### config.mk
export PLATFORM = sky130hd
export DESIGN_NAME = ccg_resp_misr
export DESIGN_NICKNAME = d
export VERILOG_FILES = /design/src/rtl/ccg_resp_pkg.sv /design/src/rtl/ccg_misr_step.sv /design/src/rtl/ccg_resp_misr.sv
export SDC_FILE = /design/constraint.sdc
export NUM_CORES = 1
export LEC_CHECK = 0
export CAP_MARGIN = 20
export CORE_MARGIN = 2
export CORE_UTILIZATION = 41
export CTS_CLUSTER_DIAMETER = 100
export CTS_CLUSTER_SIZE = 40
export DETAILED_ROUTE_END_ITERATION = 10
export PLACE_DENSITY_LB_ADDON = 0.3
export SETUP_SLACK_MARGIN = 0.02
export SYNTH_ARGS = -nofsm -noshare
export SYNTH_HDL_FRONTEND = slang
export SYNTH_SLANG_ARGS = --single-unit
### constraint.sdc
create_clock -name clk -period 2.1 [get_ports clk]
set_clock_uncertainty 0.1 [all_clocks]
set_input_delay 0.21 -clock clk [delete_from_list [all_inputs] [get_ports clk]]
set_output_delay 0.21 -clock clk [all_outputs]
set_load 0.005 [all_outputs]
### src/rtl/ccg_resp_pkg.sv
// Shared types and constants for the response-side MISR collector
// and the MISR step function.
package ccg_resp_pkg;

    typedef enum logic [1:0] {
        ST_IDLE    = 2'd0,
        ST_COLLECT = 2'd1,
        ST_CHECK   = 2'd2,
        ST_DONE    = 2'd3
    } state_e;

    localparam logic [15:0] DEF_POLY = 16'h1021;
    localparam logic [15:0] DEF_SEED = 16'h0000;
    localparam int          ONES_W   = 16;

endpackage

### src/rtl/ccg_misr_step.sv
// Combinational single-step MISR update: shift left, fold POLY on carry-out,
// then XOR in the zero-extended response.
module ccg_misr_step #(
    parameter int SIG_W = 16,
    parameter int OUT_W = 15
) (
    input  logic [SIG_W-1:0] sig_i,
    input  logic [OUT_W-1:0] resp_i,
    input  logic [SIG_W-1:0] poly_i,
    output logic [SIG_W-1:0] sig_o
);

    logic [SIG_W-1:0] resp_ext_s;

    // next signature from current signature and one response vector
    always_comb begin
        resp_ext_s              = '0;
        resp_ext_s[OUT_W-1:0]   = resp_i;
        sig_o = {sig_i[SIG_W-2:0], 1'b0}
              ^ (sig_i[SIG_W-1] ? poly_i : {SIG_W{1'b0}})
              ^ resp_ext_s;
    end

endmodule

### src/rtl/ccg_resp_misr.sv
// Response collector: compacts 2^IN_W circuit responses into a MISR and
// compares against a golden signature. Optional macro CCG_RESP_ONES_EN adds ones_cnt.
module ccg_resp_misr
    import ccg_resp_pkg::*;
#(
    parameter int               IN_W  = 4,
    parameter int               OUT_W = 15,
    parameter int               SIG_W = 16,
    parameter logic [SIG_W-1:0] POLY  = SIG_W'(DEF_POLY),
    parameter logic [SIG_W-1:0] SEED  = SIG_W'(DEF_SEED)
) (
    input  logic              clk,
    input  logic              rst,
    input  logic              start,
    input  logic              resp_valid,
    output logic              resp_ready,
    input  logic [OUT_W-1:0]  resp_data,
    input  logic [SIG_W-1:0]  exp_sig,
    output logic [IN_W-1:0]   vec_idx,
    output logic [SIG_W-1:0]  sig,
    output logic              done,
    output logic              pass,
    output logic [ONES_W-1:0] ones_cnt
);

    state_e           state_q, state_d;
    logic [SIG_W-1:0] sig_q, sig_d, sig_step_s;
    logic [IN_W-1:0]  idx_q, idx_d;
    logic             pass_q, pass_d;
    logic             ready_q, done_q;

    ccg_misr_step #(
        .SIG_W (SIG_W),
        .OUT_W (OUT_W)
    ) u_step (
        .sig_i  (sig_q),
        .resp_i (resp_data),
        .poly_i (POLY),
        .sig_o  (sig_step_s)
    );

`ifdef CCG_RESP_ONES_EN
    logic [ONES_W-1:0] ones_q, ones_d;
    logic [ONES_W:0]   ones_sum_s;

    function automatic logic [ONES_W-1:0] popcnt(input logic [OUT_W-1:0] v);
        logic [ONES_W-1:0] c;
        c = '0;
        for (int i = 0; i < OUT_W; i++) begin
            c = c + ONES_W'(v[i]);
        end
        return c;
    endfunction

    // widened sum so saturation can see the carry
    always_comb begin
        ones_sum_s = {1'b0, ones_q} + {1'b0, popcnt(resp_data)};
    end

    assign ones_cnt = ones_q;
`else
    assign ones_cnt = '0;
`endif

    // next-state and datapath updates
    always_comb begin
        state_d = state_q;
        sig_d   = sig_q;
        idx_d   = idx_q;
        pass_d  = pass_q;
`ifdef CCG_RESP_ONES_EN
        ones_d  = ones_q;
`endif
        case (state_q)
            ST_IDLE, ST_DONE: begin
                if (start) begin
                    state_d = ST_COLLECT;
                    sig_d   = SEED;
                    idx_d   = '0;
                    pass_d  = 1'b0;
`ifdef CCG_RESP_ONES_EN
                    ones_d  = '0;
`endif
                end else begin
                    state_d = state_q;
                end
            end
            ST_COLLECT: begin
                if (resp_valid) begin
                    sig_d = sig_step_s;
                    idx_d = idx_q + IN_W'(1);
`ifdef CCG_RESP_ONES_EN
                    ones_d = ones_sum_s[ONES_W] ? {ONES_W{1'b1}} : ones_sum_s[ONES_W-1:0];
`endif
                    if (idx_q == {IN_W{1'b1}}) begin
                        state_d = ST_CHECK;
                    end else begin
                        state_d = ST_COLLECT;
                    end
                end else begin
                    state_d = ST_COLLECT;
                end
            end
            ST_CHECK: begin
                pass_d  = (sig_q == exp_sig);
                state_d = ST_DONE;
            end
            default: begin
                state_d = ST_IDLE;
            end
        endcase
    end

    // state and output registers; done lags entry to DONE by one cycle
    always_ff @(posedge clk) begin
        if (rst) begin
            state_q <= ST_IDLE;
            sig_q   <= SEED;
            idx_q   <= '0;
            pass_q  <= 1'b0;
            ready_q <= 1'b0;
            done_q  <= 1'b0;
`ifdef CCG_RESP_ONES_EN
            ones_q  <= '0;
`endif
        end else begin
            state_q <= state_d;
            sig_q   <= sig_d;
            idx_q   <= idx_d;
            pass_q  <= pass_d;
            ready_q <= (state_d == ST_COLLECT);
            done_q  <= (state_q == ST_DONE) && (state_d == ST_DONE);
`ifdef CCG_RESP_ONES_EN
            ones_q  <= ones_d;
`endif
        end
    end

    assign resp_ready = ready_q;
    assign vec_idx    = idx_q;
    assign sig        = sig_q;
    assign done       = done_q;
    assign pass       = pass_q;

endmodule

## Word-level counts from Yosys, hierarchy flattened

Cells that the tools add are included.

| word-level totals | value |
|---|---|
| register bits after elaboration | 25 |
| input port bits | 35 |
| output and inout bits | 39 |
| logic and storage cells | 38 |

| cells by class | value |
|---|---|
| add/subtract/negate cells | 1 |
| equal/unequal tests | 9 |
| muxes and demuxes | 13 |
| bitwise operators | 2 |
| reductions and logical operators | 7 |

Operators with widths:

| cell | count |
|---|---|
| two-way mux 16 bit | 2 |
| one-hot mux 16 bit (2 select lines) | 1 |
| equality test 16 bit | 1 |
| bitwise XOR 16 x 15 -> 16 bit | 1 |
| bitwise XOR 16 bit | 1 |
| two-way mux 13 bit | 1 |
| two-way mux 4 bit | 2 |
| one-hot mux 4 bit (2 select lines) | 1 |
| equality test 2 bit (second input constant) | 3 |
| two-way mux 2 bit | 3 |
| one-hot mux 2 bit (3 select lines) | 1 |
| adder 4 x 1 -> 4 bit (second input constant) | 1 |
| equality test 2 x 1 -> 1 bit (second input constant) | 2 |
| equality test 4 bit (second input constant) | 1 |
| != test 2 bit (second input constant) | 2 |
| nonzero test 2 bit | 2 |
| AND reduction 3 bit | 1 |
| zero test 2 bit | 1 |
| one-hot mux 1 bit (2 select lines) | 1 |
| AND reduction 2 bit | 1 |
| OR reduction 2 bit | 1 |
| logical AND 1 bit | 1 |
| two-way mux 1 bit | 1 |

## Longest topological paths before layout

Gate-level depths: netlist of the first run.

| logic depth | value |
|---|---|
| depth in word-level cells | 6 |
| depth in mapped cells | 8 |
| depth with buffers taken out | 6 |

## By module

From an unflattened synthesis of the first run, not the netlist that was laid out.

| unflattened totals | value |
|---|---|
| cell total of the unflattened synthesis | 207 |
| area, all modules | 1804.2 um^2 |

By module, submodules not included:

| module | instances | cells an instance | area each (um^2) | seq. area each (um^2) |
|---|---|---|---|---|
| ccg_resp_misr | 1 | 159 | 1437.6 | 500.5 |
| ccg_misr_step | 1 | 48 | 366.6 | 0.0 |

## Least setup slack after synthesis of the first run

No wires, ideal clock.

| timing | value |
|---|---|
| path kind | register to register |
| start point | register state_q[0] |
| end point | register sig_q[0] (netlist: sig[0]) |
| library setup time | 0.070 ns |
| arrival time | 1.444 ns |
| data required time | 1.930 ns |
| slack | 0.487 ns |
| cell stages (with the launch flop) | 8 |
| path buffers | 2 |
| clock period less this slack | 1.613 ns |
| cell sequence | dfxtp_1 > inv_1 > ha_1 > nand2b_1 > buf_4 > buf_2 > nand4_1 > a21oi_2 |

| between the ends | value |
|---|---|
| longest elaborated chain between the ends | 4 |
| elaborated cells on any way between the ends | 9 |
| classes of those cells | eq/ne: 4; mux: 1; reduce/logical: 4 |

Ends and longest elaborated chain:

| element | line | source |
|---|---|---|
| start: declaration | ccg_resp_misr.sv:26 | `state_e state_q, state_d;` |
| start signal: assignment | ccg_resp_misr.sv:127 | `state_q <= state_d;` |
| equality test 2 bit / zero test 2 bit (equally long branches) | ccg_resp_misr.sv:74 | `case (state_q)` |
| OR reduction 2 bit | ccg_resp_misr.sv:74 |  |
| != test 2 bit (no source line) / nonzero test 2 bit (equally long branches) | n/a |  |
| AND reduction 3 bit (no source line) | n/a |  |
| end signal: assignment | ccg_resp_misr.sv:128 | `sig_q <= sig_d;` |
| end: declaration | ccg_resp_misr.sv:27 | `logic [SIG_W-1:0] sig_q, sig_d, sig_step_s;` |

Several ways; a longest one is shown, not always the timed one.
A chain may end at the register's enable or synchronous reset.

## Final worst setup path of the first run

| timing | value |
|---|---|
| start point | register state_q[0] |
| end point | register sig_q[12] (netlist: sig[12]) |

Same word-level chain as after synthesis.

==> results of run 1 <==
==> worst max-delay path by stage <==
stage / end / slack (ns) / cells past startpoint
after floorplan: sig[0]$_SDFFE_PP0P_ / 0.49 / 7
after global placement: done$_SDFF_PP0_ / 0.21 / 6
after detailed placement: sig[12]$_SDFFE_PP0P_ / 0.15 / 6
after CTS: sig[12]$_SDFFE_PP0P_ / 0.13 / 6
after global routing: sig[6]$_SDFFE_PP0P_ / 0.12 / 6
final: sig[12]$_SDFFE_PP0P_ / 0.28 / 6
==> metal layers <==
metal,track usage,routed length [um],up-vias
met2,0.258,1590,56
met5,0,0,-
met1,0.249,1750,608
li1,-,-,669
met3,0.0273,278,5
met4,0.0536,37,0
==> cells in the mapped netlist <==
library cell  count  share of area
and4_1            1         0.0056
xnor2_1           8          0.044
xor2_1           28           0.16
and4b_1           1         0.0063
conb_1            1         0.0024
o21ai_1           1         0.0032
nand2b_1          2         0.0079
buf_2             1         0.0032
and3_1            3          0.012
a22oi_1           4          0.019
nor2b_1           1         0.0040
ha_1              4          0.032
nor4_1            3          0.012
o21bai_1          1         0.0048
inv_1             2         0.0048
clkbuf_1          4         0.0095
dfxtp_1          25           0.32
nand2_8           1          0.013
a21oi_2          10          0.056
nand2b_4          1         0.0087
nand2_2           2         0.0079
buf_12            1          0.013
nand2_1          12          0.029
buf_1             1         0.0024
o21ai_0           1         0.0032
buf_6             1         0.0071
a2111oi_2         1         0.0095
mux2_4            1         0.0095
nand4_1          14          0.056
buf_4            17          0.081
nand4b_1          1         0.0056
nand3_1           3         0.0095
a211oi_2          1         0.0079
nor2_1            9          0.021
nand3b_1          1         0.0048
a21oi_1           4          0.013
==> sequential cells by signal (all words and copies together) (netlist names) <==
| register | flops |
|---|---|
| sig | 16 |
| vec_idx | 4 |
| state_q | 2 |
| done | 1 |
| pass | 1 |
| resp_ready | 1 |
==> worst max-delay path, delay by kind of cell (launching register included) <==
kind	cells	cell delay, ns
AOI/OAI and AO/OA	1	0.16
adders and majority gates	1	0.40
buffers and inverters	1	0.06
DFF	1	0.39
and+or+nand+nor	3	0.58
==> power by group <==
group | leakage, nW | internal, W | switching [W]
Sequential | 0.203 | 0.000492 | 0.0000220
Clock | 0.0228 | 0.000136 | 0.000154
Combinational | 0.630 | 0.000153 | 0.000141
Total | 0.855 | 0.000781 | 0.000318
==> logic make-up after synthesis <==
kind of cell | count (synthesis)
AND/OR/NAND/NOR | 55
XOR/XNOR | 36
buffers and inverters | 27
flip-flops | 25
AO/OA/AOI/OAI | 23
adder cells (fa/ha/maj) | 4
other | 1
multiplexers | 1
==> layout make-up <==
type / count / area [um2] / share of cell area
inverters: 2 / 7.51 / 0.00347
repair buffers: 62 / 608 / 0.281
clock buffers: 4 / 45.0 / 0.0208
flip-flops and latches: 25 / 500 / 0.231
well taps: 48 / 60.1 / 0.0277
multi-input cells: 135 / 945 / 0.436
==> stage by stage <==
step | hold WS (ns) | total power, W
after floorplan | 0.179 | 0.000714
after global placement | 0.392 | 0.000815
after detailed placement | 0.397 | 0.000816
after CTS | 0.410 | 0.00110
after global routing | 0.434 | 0.00115
final | 0.408 | 0.00110
==> results.sh, run 1 <==
export IMPL_status="completed"
export IMPL_place_gp_congestion=0.811
export IMPL_worst_ep_arrival_time_ns=1.87
export IMPL_yosys_area_share_xor_xnor=0.200
export IMPL_core_area_mm2=0.00369
export IMPL_vias=1338
export IMPL_floorplan_die_area_mm2=0.00436
export IMPL_worst_r2r_endpoint="sig[12]$_SDFFE_PP0P_"
export IMPL_die_height_um=66.0
export IMPL_worstReg2RegStart="state_q[0]$_SDFF_PP0_"
export IMPL_avgRoutedWirePerCell_um=13.2
export IMPL_critical_path_startpoint_type="flop"
export IMPL_post_place_setup_slack_ns=0.154
export IMPL_final_area_mm2=0.00217
export IMPL_worst_path_max_fanout=11
export IMPL_clk_pin_slew_worst_paths_ns=0.09
export IMPL_post_cts_resized_instances=0
export IMPL_layout_filler_cells=370
export IMPL_synth_seq_cells=25
export IMPL_post_synth_instance_area_mm2=0.00158
export IMPL_synth_compound_gate_area_share=0.116
export IMPL_dpl_cell_area_mm2=0.00212
export IMPL_worst_r2r_path_depth=6
export IMPL_port_buffers=57
export IMPL_layout_cells_most_common="clkdlybuf4s50_1"
export IMPL_layout_cells_most_common_list="57 x clkdlybuf4s50_1, 28 x xor2_1, 25 x dfxtp_1"
export IMPL_fin_crit_sh=0.865
export IMPL_synth_cell_type_count=36
export IMPL_grt_pass1_wl_mm=5.74
export IMPL_largest_family_of_logic_cells_by_synthesized_area="simple AND/OR/NAND/NOR gates"
export IMPL_drt_iter0_markers=59
export IMPL_worstHoldPathType="reg -> reg"
export IMPL_final_period_minus_worst_setup_slack_ns=1.82
export IMPL_final_antenna_net_count=0
export IMPL_cpPeakStageDelay_ns=0.40
export IMPL_cp_required_ns=2.15
export IMPL_postSynthCellCount=172
export IMPL_clock_path_buffers=2
export IMPL_crit_path_cell_trace="inv_1 -> ha_1 -> nand2b_2 -> and3_1 -> a22oi_1 -> nor2_1"
export IMPL_rsz_0062_raised_after_global_routing="no"
export IMPL_placedCellCount=272
export IMPL_worst_path_max_delay_cell="ha_1"
export IMPL_synthMuxAreaShare=0.00952
export IMPL_whs_path_depth=2
export IMPL_r2r_setup_slack_ns=0.28
export IMPL_antenna_cells=0
export IMPL_cts_tree="yes"
export IMPL_worstSetupStartpoint="state_q[0]$_SDFF_PP0_"
export IMPL_timing_max_cap_violations=0
export IMPL_final_hold_violations=0
export IMPL_fin_cells=276
export IMPL_synth_adder_area_share=0.0317
export IMPL_cts_max_level=1
export IMPL_die_w_um=66.0
export IMPL_num_nets_final=268
export IMPL_max_vdd_ir_drop_mv=0.319
export IMPL_clk_insertion_delay_late_ns=0.27
export IMPL_initial_core_utilization=0.427
export IMPL_clock_tree_root_cell="clkbuf_8"
export IMPL_global_route_usage_total=0.171
export IMPL_cts_made_buffers=3
export IMPL_cp_end_kind="flop"
export IMPL_worstSetupPathType="reg -> reg"
export IMPL_seq_area_frac_synth=0.317
export IMPL_io_pins=74
export IMPL_yosys_warnings=0
export IMPL_finalWirelength_mm=3.65
export IMPL_row_count=22
export IMPL_fmax_ghz=0.550
export IMPL_finalMaxSlewViolations=0
export IMPL_cellLeakagePower_nw=0.855
export IMPL_power_per_cell_area_mw_per_mm2=507
export IMPL_drive_above_1_share=0.114
export IMPL_cts_sink_count=25
export IMPL_drc=0
export IMPL_number_of_global_route_vias_before_repair=1184
export IMPL_ctsHoldBuffers=0
export IMPL_avgSynthCellArea_um2=9.17
export IMPL_finalSetupViolations=0
export IMPL_synth_simple_gate_area_frac=0.202
export IMPL_area_growth_pct=37.4
export IMPL_dp_hpwl_mm=2.76
export IMPL_drt_pass1_iterations=4
export IMPL_grt_start_max_net_pins=19
export IMPL_gr_total_overflow=0
export IMPL_grt_antenna_before_repair=0
export IMPL_vias_per_instance=4.85
export IMPL_worst_hold_path_endpoint="vec_idx[1]$_SDFFE_PP0P_"
export IMPL_hold_start="vec_idx[1]$_SDFFE_PP0P_"
export IMPL_setup_slack_ns=0.283
export IMPL_final_core_utilization=0.587
export IMPL_cts_setup_buffers=0
export IMPL_final_setup_tns_ns=0
Power figures use the tool's default switching activity.
==> inputs of run 2 (changes only) <==
- CAP_MARGIN: 20 -> unset
==> results of run 2 <==
No change in the layout: final DEF, timing and power equal those of run 1.
